<file path="src/rtl/gbd_tile_ram_writer.sv">
// Copies buffer blocks into an async SRAM one byte pair at a time.
// Each pair is optionally de-interleaved from 2bpp planar form.
module gbd_tile_ram_writer #(
    parameter  int ROW_BYTES = 32,
    parameter  int ROWS      = 8,
    parameter  int BLOCKS    = 16,
    parameter  int ADDR_W    = 12,
    parameter  int OFS_W     = 10,
    parameter  int TDS_CYC   = 10,
    parameter  int TWX_CYC   = 3,
    localparam int RW        = (BLOCKS > 1) ? $clog2(BLOCKS) : 1
) (
    input  logic              sys_clock,
    input  logic              nAnyReset,
    input  logic              block_ready,
    input  logic              pack_mode,
    output logic              buf_req,
    output logic [OFS_W-1:0]  buf_offset,
    input  logic              buf_valid,
    input  logic [7:0]        buf_data,
    output logic [ADDR_W-1:0] ram_addr,
    output logic [7:0]        ram_data,
    output logic              ram_ncs,
    output logic              ram_nwe,
    output logic              busy,
    output logic [RW-1:0]     round_idx,
    output logic              frame_done,
    output logic              overrun
);

    localparam int XW   = (ROW_BYTES > 2) ? $clog2(ROW_BYTES) : 1;
    localparam int YW   = (ROWS > 1) ? $clog2(ROWS) : 1;
    localparam int CMAX = (TDS_CYC > TWX_CYC) ? TDS_CYC : TWX_CYC;
    localparam int CW   = $clog2(CMAX + 1);

    typedef enum logic [2:0] {IDLE, RD0, RD1, WR0, GAP0, WR1, GAP1, NEXT} state_t;

    state_t          state;
    logic [XW-1:0]   ix, ix_n;
    logic [YW-1:0]   iy, iy_n;
    logic [CW-1:0]   cnt;
    logic [7:0]      s0, s1;
    logic            raw;
    logic            pending;
    logic            last_pair;
    logic [ADDR_W-1:0] pair_addr;
    logic [OFS_W-1:0]  next_ofs;
    logic [7:0]      byte0, byte1;

    function automatic logic [7:0] pack_lo(input logic [7:0] a, input logic [7:0] b);
        return {a[6], a[4], a[2], a[0], b[6], b[4], b[2], b[0]};
    endfunction

    function automatic logic [7:0] pack_hi(input logic [7:0] a, input logic [7:0] b);
        return {a[7], a[5], a[3], a[1], b[7], b[5], b[3], b[1]};
    endfunction

    // byte0 is formed from the live buf_data so it can be registered in the RD1 capture cycle
    always_comb begin
        byte0 = raw ? s0 : pack_lo(s0, buf_data);
        byte1 = raw ? s1 : pack_hi(s0, s1);
        if (ix == XW'(ROW_BYTES - 2)) begin
            ix_n = '0;
            iy_n = iy + YW'(1);
        end else begin
            ix_n = ix + XW'(2);
            iy_n = iy;
        end
        last_pair = (ix == XW'(ROW_BYTES - 2)) && (iy == YW'(ROWS - 1));
        pair_addr = ADDR_W'(round_idx) * ADDR_W'(ROWS * ROW_BYTES)
                  + ADDR_W'(iy) * ADDR_W'(ROW_BYTES) + ADDR_W'(ix);
        next_ofs  = OFS_W'(iy_n) * OFS_W'(ROW_BYTES) + OFS_W'(ix_n);
    end

    always_ff @(posedge sys_clock or negedge nAnyReset) begin
        if (!nAnyReset) begin
            state      <= IDLE;
            ix         <= '0;
            iy         <= '0;
            cnt        <= '0;
            s0         <= '0;
            s1         <= '0;
            raw        <= 1'b0;
            pending    <= 1'b0;
            overrun    <= 1'b0;
            buf_req    <= 1'b0;
            buf_offset <= '0;
            ram_addr   <= '0;
            ram_data   <= '0;
            ram_ncs    <= 1'b1;
            ram_nwe    <= 1'b1;
            busy       <= 1'b0;
            round_idx  <= '0;
            frame_done <= 1'b0;
        end else begin
            frame_done <= 1'b0;
            if (block_ready && state != IDLE) begin
                if (pending) overrun <= 1'b1;
                else         pending <= 1'b1;
            end
            case (state)
                IDLE: if (block_ready || pending) begin
                    ix         <= '0;
                    iy         <= '0;
                    raw        <= pack_mode;
                    pending    <= 1'b0;
                    ram_ncs    <= 1'b0;
                    buf_offset <= '0;
                    buf_req    <= 1'b1;
                    busy       <= 1'b1;
                    state      <= RD0;
                end
                RD0: if (buf_req && buf_valid) begin
                    s0         <= buf_data;
                    buf_req    <= 1'b0;
                    buf_offset <= buf_offset + OFS_W'(1);
                    state      <= RD1;
                end
                RD1: if (buf_req && buf_valid) begin
                    s1       <= buf_data;
                    buf_req  <= 1'b0;
                    ram_addr <= pair_addr;
                    ram_data <= byte0;
                    cnt      <= '0;
                    state    <= WR0;
                end else if (!buf_req) begin
                    buf_req <= 1'b1;
                end
                WR0, WR1: if (cnt == CW'(TDS_CYC)) begin
                    ram_nwe <= 1'b1;
                    cnt     <= '0;
                    state   <= (state == WR0) ? GAP0 : GAP1;
                end else begin
                    ram_nwe <= 1'b0;
                    cnt     <= cnt + CW'(1);
                end
                GAP0: if (cnt == CW'(TWX_CYC - 1)) begin
                    ram_addr <= ram_addr + ADDR_W'(1);
                    ram_data <= byte1;
                    cnt      <= '0;
                    state    <= WR1;
                end else begin
                    cnt <= cnt + CW'(1);
                end
                GAP1: if (cnt == CW'(TWX_CYC - 1)) begin
                    cnt   <= '0;
                    state <= NEXT;
                end else begin
                    cnt <= cnt + CW'(1);
                end
                NEXT: if (last_pair) begin
                    ram_ncs <= 1'b1;
                    busy    <= 1'b0;
                    state   <= IDLE;
                    if (round_idx == RW'(BLOCKS - 1)) begin
                        round_idx  <= '0;
                        frame_done <= 1'b1;
                    end else begin
                        round_idx <= round_idx + RW'(1);
                    end
                end else begin
                    ix         <= ix_n;
                    iy         <= iy_n;
                    buf_offset <= next_ofs;
                    buf_req    <= 1'b1;
                    state      <= RD0;
                end
                default: state <= IDLE;
            endcase
        end
    end

endmodule

</file>
<file path="config.mk">
export PLATFORM = sky130hd
export DESIGN_NAME = gbd_tile_ram_writer
export DESIGN_NICKNAME = d
export VERILOG_FILES = /design/src/rtl/gbd_tile_ram_writer.sv
export SDC_FILE = /design/constraint.sdc
export NUM_CORES = 1
export LEC_CHECK = 0
export CAP_MARGIN = 25
export CELL_PAD_IN_SITES_DETAIL_PLACEMENT = 2
export CELL_PAD_IN_SITES_GLOBAL_PLACEMENT = 2
export CORE_ASPECT_RATIO = 0.6
export CORE_UTILIZATION = 35
export DETAILED_ROUTE_END_ITERATION = 7
export PLACE_DENSITY_LB_ADDON = 0.1
export SLEW_MARGIN = 5
export SYNTH_ARGS = -nofsm -noshare
export SYNTH_HDL_FRONTEND = slang
export SYNTH_SLANG_ARGS = --single-unit
export TNS_END_PERCENT = 5
</file>
<file path="constraint.sdc">
create_clock -name sys_clock -period 2.87 [get_ports sys_clock]
set_clock_uncertainty 0.1 [all_clocks]
set_input_delay 0.861 -clock sys_clock [delete_from_list [all_inputs] [get_ports sys_clock]]
set_output_delay 0.861 -clock sys_clock [all_outputs]
set_load 0.05 [all_outputs]
</file>
==> results of run 1 <==
synth_stat cells (6+ instances only):
library cell / instances
dfrtp_1: 71
a21oi_1: 27
o21ai_1: 9
nand2_1: 38
ha_1: 8
o21ai_0: 19
buf_2: 6
a21o_1: 12
mux4_2: 7
nor3_1: 9
mux2_2: 18
nor2_1: 43
nand3_1: 14
cell type report:
class	instances	area, sq um
fillers	1142	5720
repair buffers	71	673
multi-input cells	287	1950
well taps	139	174
flip-flops and latches	73	1830
clock inverters	7	119
clock buffers	9	225
inverters	5	18.8
layer usage:
metal  track usage  part of all wire  vias to the layer above
li1              -                 -                     1526
met1         0.344              0.52                     1701
met2         0.366              0.44                       59
met3        0.0470             0.030                       10
met4        0.0501            0.0089                        0
met5             0                 0                        -
per-stage QoR:
| stage | instances | hold slack, ps |
|---|---|---|
| CTS | 591 | 380 |
| detailed placement | 575 | 360 |
| floorplan | 382 | 374 |
| global placement | 575 | 363 |
| global route | 591 | 409 |
| finish | 591 | 380 |
logic make-up after synthesis:
group / after synthesis
AO/OA/AOI/OAI: 102
XOR/XNOR: 5
AND/OR/NAND/NOR: 143
buffers and inverters: 22
adder cells (fa/ha/maj): 8
flip-flops: 73
multiplexers: 29
path summary, 6_finish.rpt:
check	endpoint	slack [ps]	cells past startpoint
setup reg to reg	round_idx[3]	490	6
max in group asynchronous	ram_ncs	1530	2
setup / recovery	buf_offset[2]	200	1
min in group asynchronous	s0[7]	390	1
hold reg to reg	overrun	380	1
hold / removal	overrun	380	1
state kept, by name (all words and copies together), names as in the netlist:
signal	flops
busy	1
ram_data	8
ram_nwe	1
ram_ncs	1
state	3
raw	1
s1	8
overrun	1
buf_req	1
cnt	4
s0	8
pending	1
buf_offset	10
frame_done	1
round_idx	4
ram_addr	12
iy	3
ix	5
power by group:
part | total, mW | switching, mW | internal, mW | leakage [nW]
logic | 2.27 | 1.36 | 0.904 | 1.08
clock network | 1.31 | 0.457 | 0.849 | 0.162
registers | 1.75 | 0.401 | 1.35 | 0.914
==> results.ini, run 1 <==
[outcome]
status = complete, but fails checks
violations = DRC

[yosys]
synthDominantCellAreaShare = 0.457
dominantRegCellSynth = dfrtp_1
synth_top_family_by_area = simple AND/OR/NAND/NOR gates
async_flop_share = 1.00
synth.ff_latch_count = 73
ys_types = 67
synthTopCellsByArea = dfrtp_1 (46%), mux2_2 (5.2%), nor2_1 (4.1%)
synth_top_area_cell = dfrtp_1
synth_edf_count = 0
synth_compound_area_frac = 0.171
yosys-mux-area-fraction = 0.105
synth_area_per_cell_sq_um = 10.2
synth-xor-area-share = 0.0113
syn_nets = 403
seq_area_frac_synth = 0.470
synth_simple_gate_area_frac = 0.186
ys_warn_count = 0
synthAdderAreaFrac = 0.0257
synth_cells = 382
syn_area_sq_mm = 0.00389

[worst_setup_path]
worstPathArrival_ps = 1710
cp.required_ps = 1910
critPathLaunchType = flip-flop
slowest_delay_ps = 870
critical_path_buf_inv_count = 1
crit_chain = clkdlybuf4s50_1
critPathLaunch = buf_offset[2]
critPathSlowestCell = clkdlybuf4s50_1
cp_max_fo = 8
cpLargestDelayFamily = buffers and inverters
r2r_start = state[2]
path_class = reg -> out
worst_setup_path_end_kind = output port

[grt]
grt_pass1_vias = 3637
grt_usage = 0.237
overflow = 0
grt_max_degree = 35
grt_antenna_before_repair = 0
grt_pass1_wl_mm = 21.1

[drt]
drt-wirelength-per-cell_microns = 21.2
drtIter0Drc = 146
ant_nets = 0
wirelength_mm = 12.5
drc = 8
vias_per_cell = 5.58
vias = 3296
firstDrtPassIters = 6

[floorplanning]
initial_core_util = 0.364
die_w_microns = 138
fp-row-count = 29
die_h_microns = 83.7
die_area_sq_mm = 0.0116
ioPinCount = 53
core_area_sq_mm = 0.0107

[cts]
cts_resized = 0
cts_buffers = 9
cts_tree = built
cts_buffer_depth = 2
cts_max_level = 3
clk_pin_slew_ps = 60
cts-root-buf = clkbuf_16
clk_latency_ps = 340
ctsHoldBuffers = 0
cts.sinks = 73
post_cts_buffers = 0

[timing]
rsz0062_at_grt = false
tightest_slew_ps = 716
fmax_ghz = 0.374
post-route-period-util = 0.931
drv_slew = 0
finalSetupViolCount = 0
hold_viol = 0
fin_tns_setup_ps = 0
period_needed_ps = 2670
relSlewSlack = 0.520
setup_ws_ps = 197

[placement]
portBuffers = 52
dp_slack_ps = 107
placed_area_sq_mm = 0.00464
routabilityCongestion = 0.766
dp_hpwl_mm = 8.89

[final_layout]
nets = 468
diodes = 0
final_util = 0.466
fin_area_sq_mm = 0.00498
drive_gt1_frac = 0.188
layout_common_cells = dfrtp_1 (71), clkdlybuf4s50_1 (51), nor2_1 (43)
area_growth_pct = 28.1
layout_commonest_cell = dfrtp_1

[pwr]
power_mw = 5.32
power_density_mw_per_mm2 = 1070
max-vdd-ir-drop_mv = 0.436
leakage_nw = 2.15

[run]
maxCapViolCount = 0

[worst_hold_path]
worstHoldStart = overrun
min_path_type = reg -> reg

No activity file was read; power rests on OpenSTA's default activity.
==> run 2: changes to the inputs <==
Settings changed: CORE_UTILIZATION 35 to 38.
==> run 2 against run 1 <==
  * Via count down 0.67%
  * Global-route usage increased by 1.4 points
  * Routed wire length fell by 1.9%
  * The run now ends clean
  * Sequential power about the same
  * Utilization increased by 3.2 points
  * First-iteration DRC count fell by 9.6%
  * Critical endpoint is now buf_req
  * Highest routed layer unchanged
  * Non-clock buffer count is 6 lower
  * Critical path type unchanged
  * Total power down 2.0%
  * Flip-flop and latch count unchanged
==> results.ini, run 2 (synthesis results as in run 1) <==
[final_layout]
largest_reg_flops = 12  ; unchanged
diodes = 0  ; unchanged
drive_gt1_frac = 0.177  ; -0.0109
top_regs = ram_addr (12), buf_offset (10)
layout_commonest_cell = dfrtp_1
layout_common_cells = dfrtp_1 (71), clkdlybuf4s50_1 (51), nor2_1 (43)
nets = 462  ; -1.3%
fin_area_sq_mm = 0.00493  ; -1.1%
area_growth_pct = 26.7
final_util = 0.497  ; +0.0315
regMostFlops = ram_addr

[worst_setup_path]
worst_setup_path_end_kind = output port
critical_path_buf_inv_count = 1  ; unchanged
r2r_start = state[0]
path_class = reg -> out
cp_max_fo = 8  ; unchanged
critPathLaunch = buf_req
slowest_delay_ps = 870  ; about the same
cpLargestDelayFamily = buffers and inverters
critPathLaunchType = flip-flop
crit_chain = clkdlybuf4s50_1
critPathSlowestCell = clkdlybuf4s50_1
cp.required_ps = 1910  ; about the same
worstPathArrival_ps = 1730  ; +20 ps

[worst_hold_path]
min_path_type = reg -> reg
worstHoldStart = overrun

[placement]
portBuffers = 52  ; unchanged
routabilityCongestion = 0.787  ; +2.7%
dp_hpwl_mm = 8.34  ; -6.2%
placed_area_sq_mm = 0.00460  ; -0.81%

[cts]
cts_max_level = 3  ; unchanged
cts_tree = built
cts_buffer_depth = 2  ; unchanged
post_cts_buffers = 0  ; unchanged
clk_pin_slew_ps = 60  ; about the same
ctsHoldBuffers = 0  ; unchanged
clk_latency_ps = 340  ; about the same
cts_buffers = 9  ; unchanged
cts.sinks = 73  ; unchanged
cts-root-buf = clkbuf_16
cts_resized = 0  ; unchanged

[timing]
fin_tns_setup_ps = 0  ; unchanged
relSlewSlack = 0.516  ; -0.00372
period_needed_ps = 2690  ; +21.5 ps
tightest_slew_ps = 725  ; +9.47 ps
rsz0062_at_grt = false
post-route-period-util = 0.939  ; +0.00749
hold_viol = 0  ; unchanged
finalSetupViolCount = 0  ; unchanged
fmax_ghz = 0.371  ; -0.80%
drv_slew = 0  ; unchanged

[grt]
grt_pass1_vias = 3511  ; -3.5%
grt_antenna_before_repair = 0  ; unchanged
grt_pass1_wl_mm = 20.2  ; -4.2%
grt_max_degree = 40  ; +14%
grt_usage = 0.252  ; +0.0144
overflow = 0  ; unchanged

[drt]
drt-wirelength-per-cell_microns = 21.1  ; -0.17%
drc = 0  ; -8
firstDrtPassIters = 4  ; -2
drtIter0Drc = 132  ; -9.6%
vias = 3274  ; -0.67%
wirelength_mm = 12.3  ; -1.9%
ant_nets = 0  ; unchanged
vias_per_cell = 5.64  ; +1.0%

[floorplanning]
initial_core_util = 0.392  ; +0.0289
die_w_microns = 133  ; -4.0%
fp-row-count = 28  ; -3.4%
die_h_microns = 80.4  ; -3.9%
ioPinCount = 53  ; unchanged
core_area_sq_mm = 0.00991  ; -7.4%
die_area_sq_mm = 0.0107  ; -7.7%

[pwr]
swShare = 0.425  ; +0.00788
pwr-share-comb = 0.419  ; -0.007
p_seq_frac = 0.341  ; +0.012
switchingPower_mw = 2.21  ; -0.14%
power_density_mw_per_mm2 = 1060  ; -0.90%
max-vdd-ir-drop_mv = 0.521  ; +20%
leakage_nw = 2.12  ; -1.5%
p_int_mw = 3.00  ; -3.3%
p_clk_frac = 0.240  ; -0.005

[outcome]
status = finished clean

[run]
maxCapViolCount = 0  ; unchanged

[run 2: cell types whose count changed in the layout (fill, tap and decap cells not counted), sizes merged]
cell / change
buf: -6
inv: +3
clkinv: -2
bufinv: -1
[run 2: final timing paths]
| path | slack (ps) | to | depth (start not counted) |
|---|---|---|---|
| setup / recovery | 180 | buf_req | 1 |
| hold / removal | 380 | overrun | 1 |
| setup reg to reg | 470 | ram_addr[8] | 4 |
| hold reg to reg | 380 | overrun | 1 |
| max in group asynchronous | 1650 | state[1] | 2 |
| min in group asynchronous | 400 | round_idx[2] | 1 |
[run 2: stage by stage]
stage	setup WS, ps	instances	total power [mW]	hold WS, ps
after floorplan	755	382	3.16	374
after CTS	154	581	5.25	389
after detailed placement	7.60	565	3.93	360
after global routing	89.3	581	5.49	419
after global placement	110	565	3.82	359
final	176	581	5.21	381
[run 2: power groups by stage]
stage / Combinational (mW) / Sequential (mW) / Clock [mW]
after global routing: 2.35 / 1.84 / 1.31
after floorplan: 1.01 / 2.15 / 0
after detailed placement: 2.16 / 1.77 / 0
after global placement: 2.08 / 1.74 / 0
after CTS: 2.21 / 1.78 / 1.27
final: 2.19 / 1.78 / 1.25
[run 2: layer usage]
layer / part of all wire / global-route usage / vias up
li1: - / - / 1514
met1: 0.48 / 0.331 / 1675
met2: 0.47 / 0.424 / 75
met3: 0.039 / 0.0574 / 10
met4: 0.0099 / 0.0563 / 0
met5: 0 / 0 / -
[run 2: layout make-up]
type / count / area, sq um
fillers: 1018 / 4980
flip-flops and latches: 73 / 1830
clock buffers: 9 / 225
repair buffers: 65 / 641
inverters: 5 / 18.8
multi-input cells: 287 / 1950
clock inverters: 7 / 101
well taps: 135 / 169
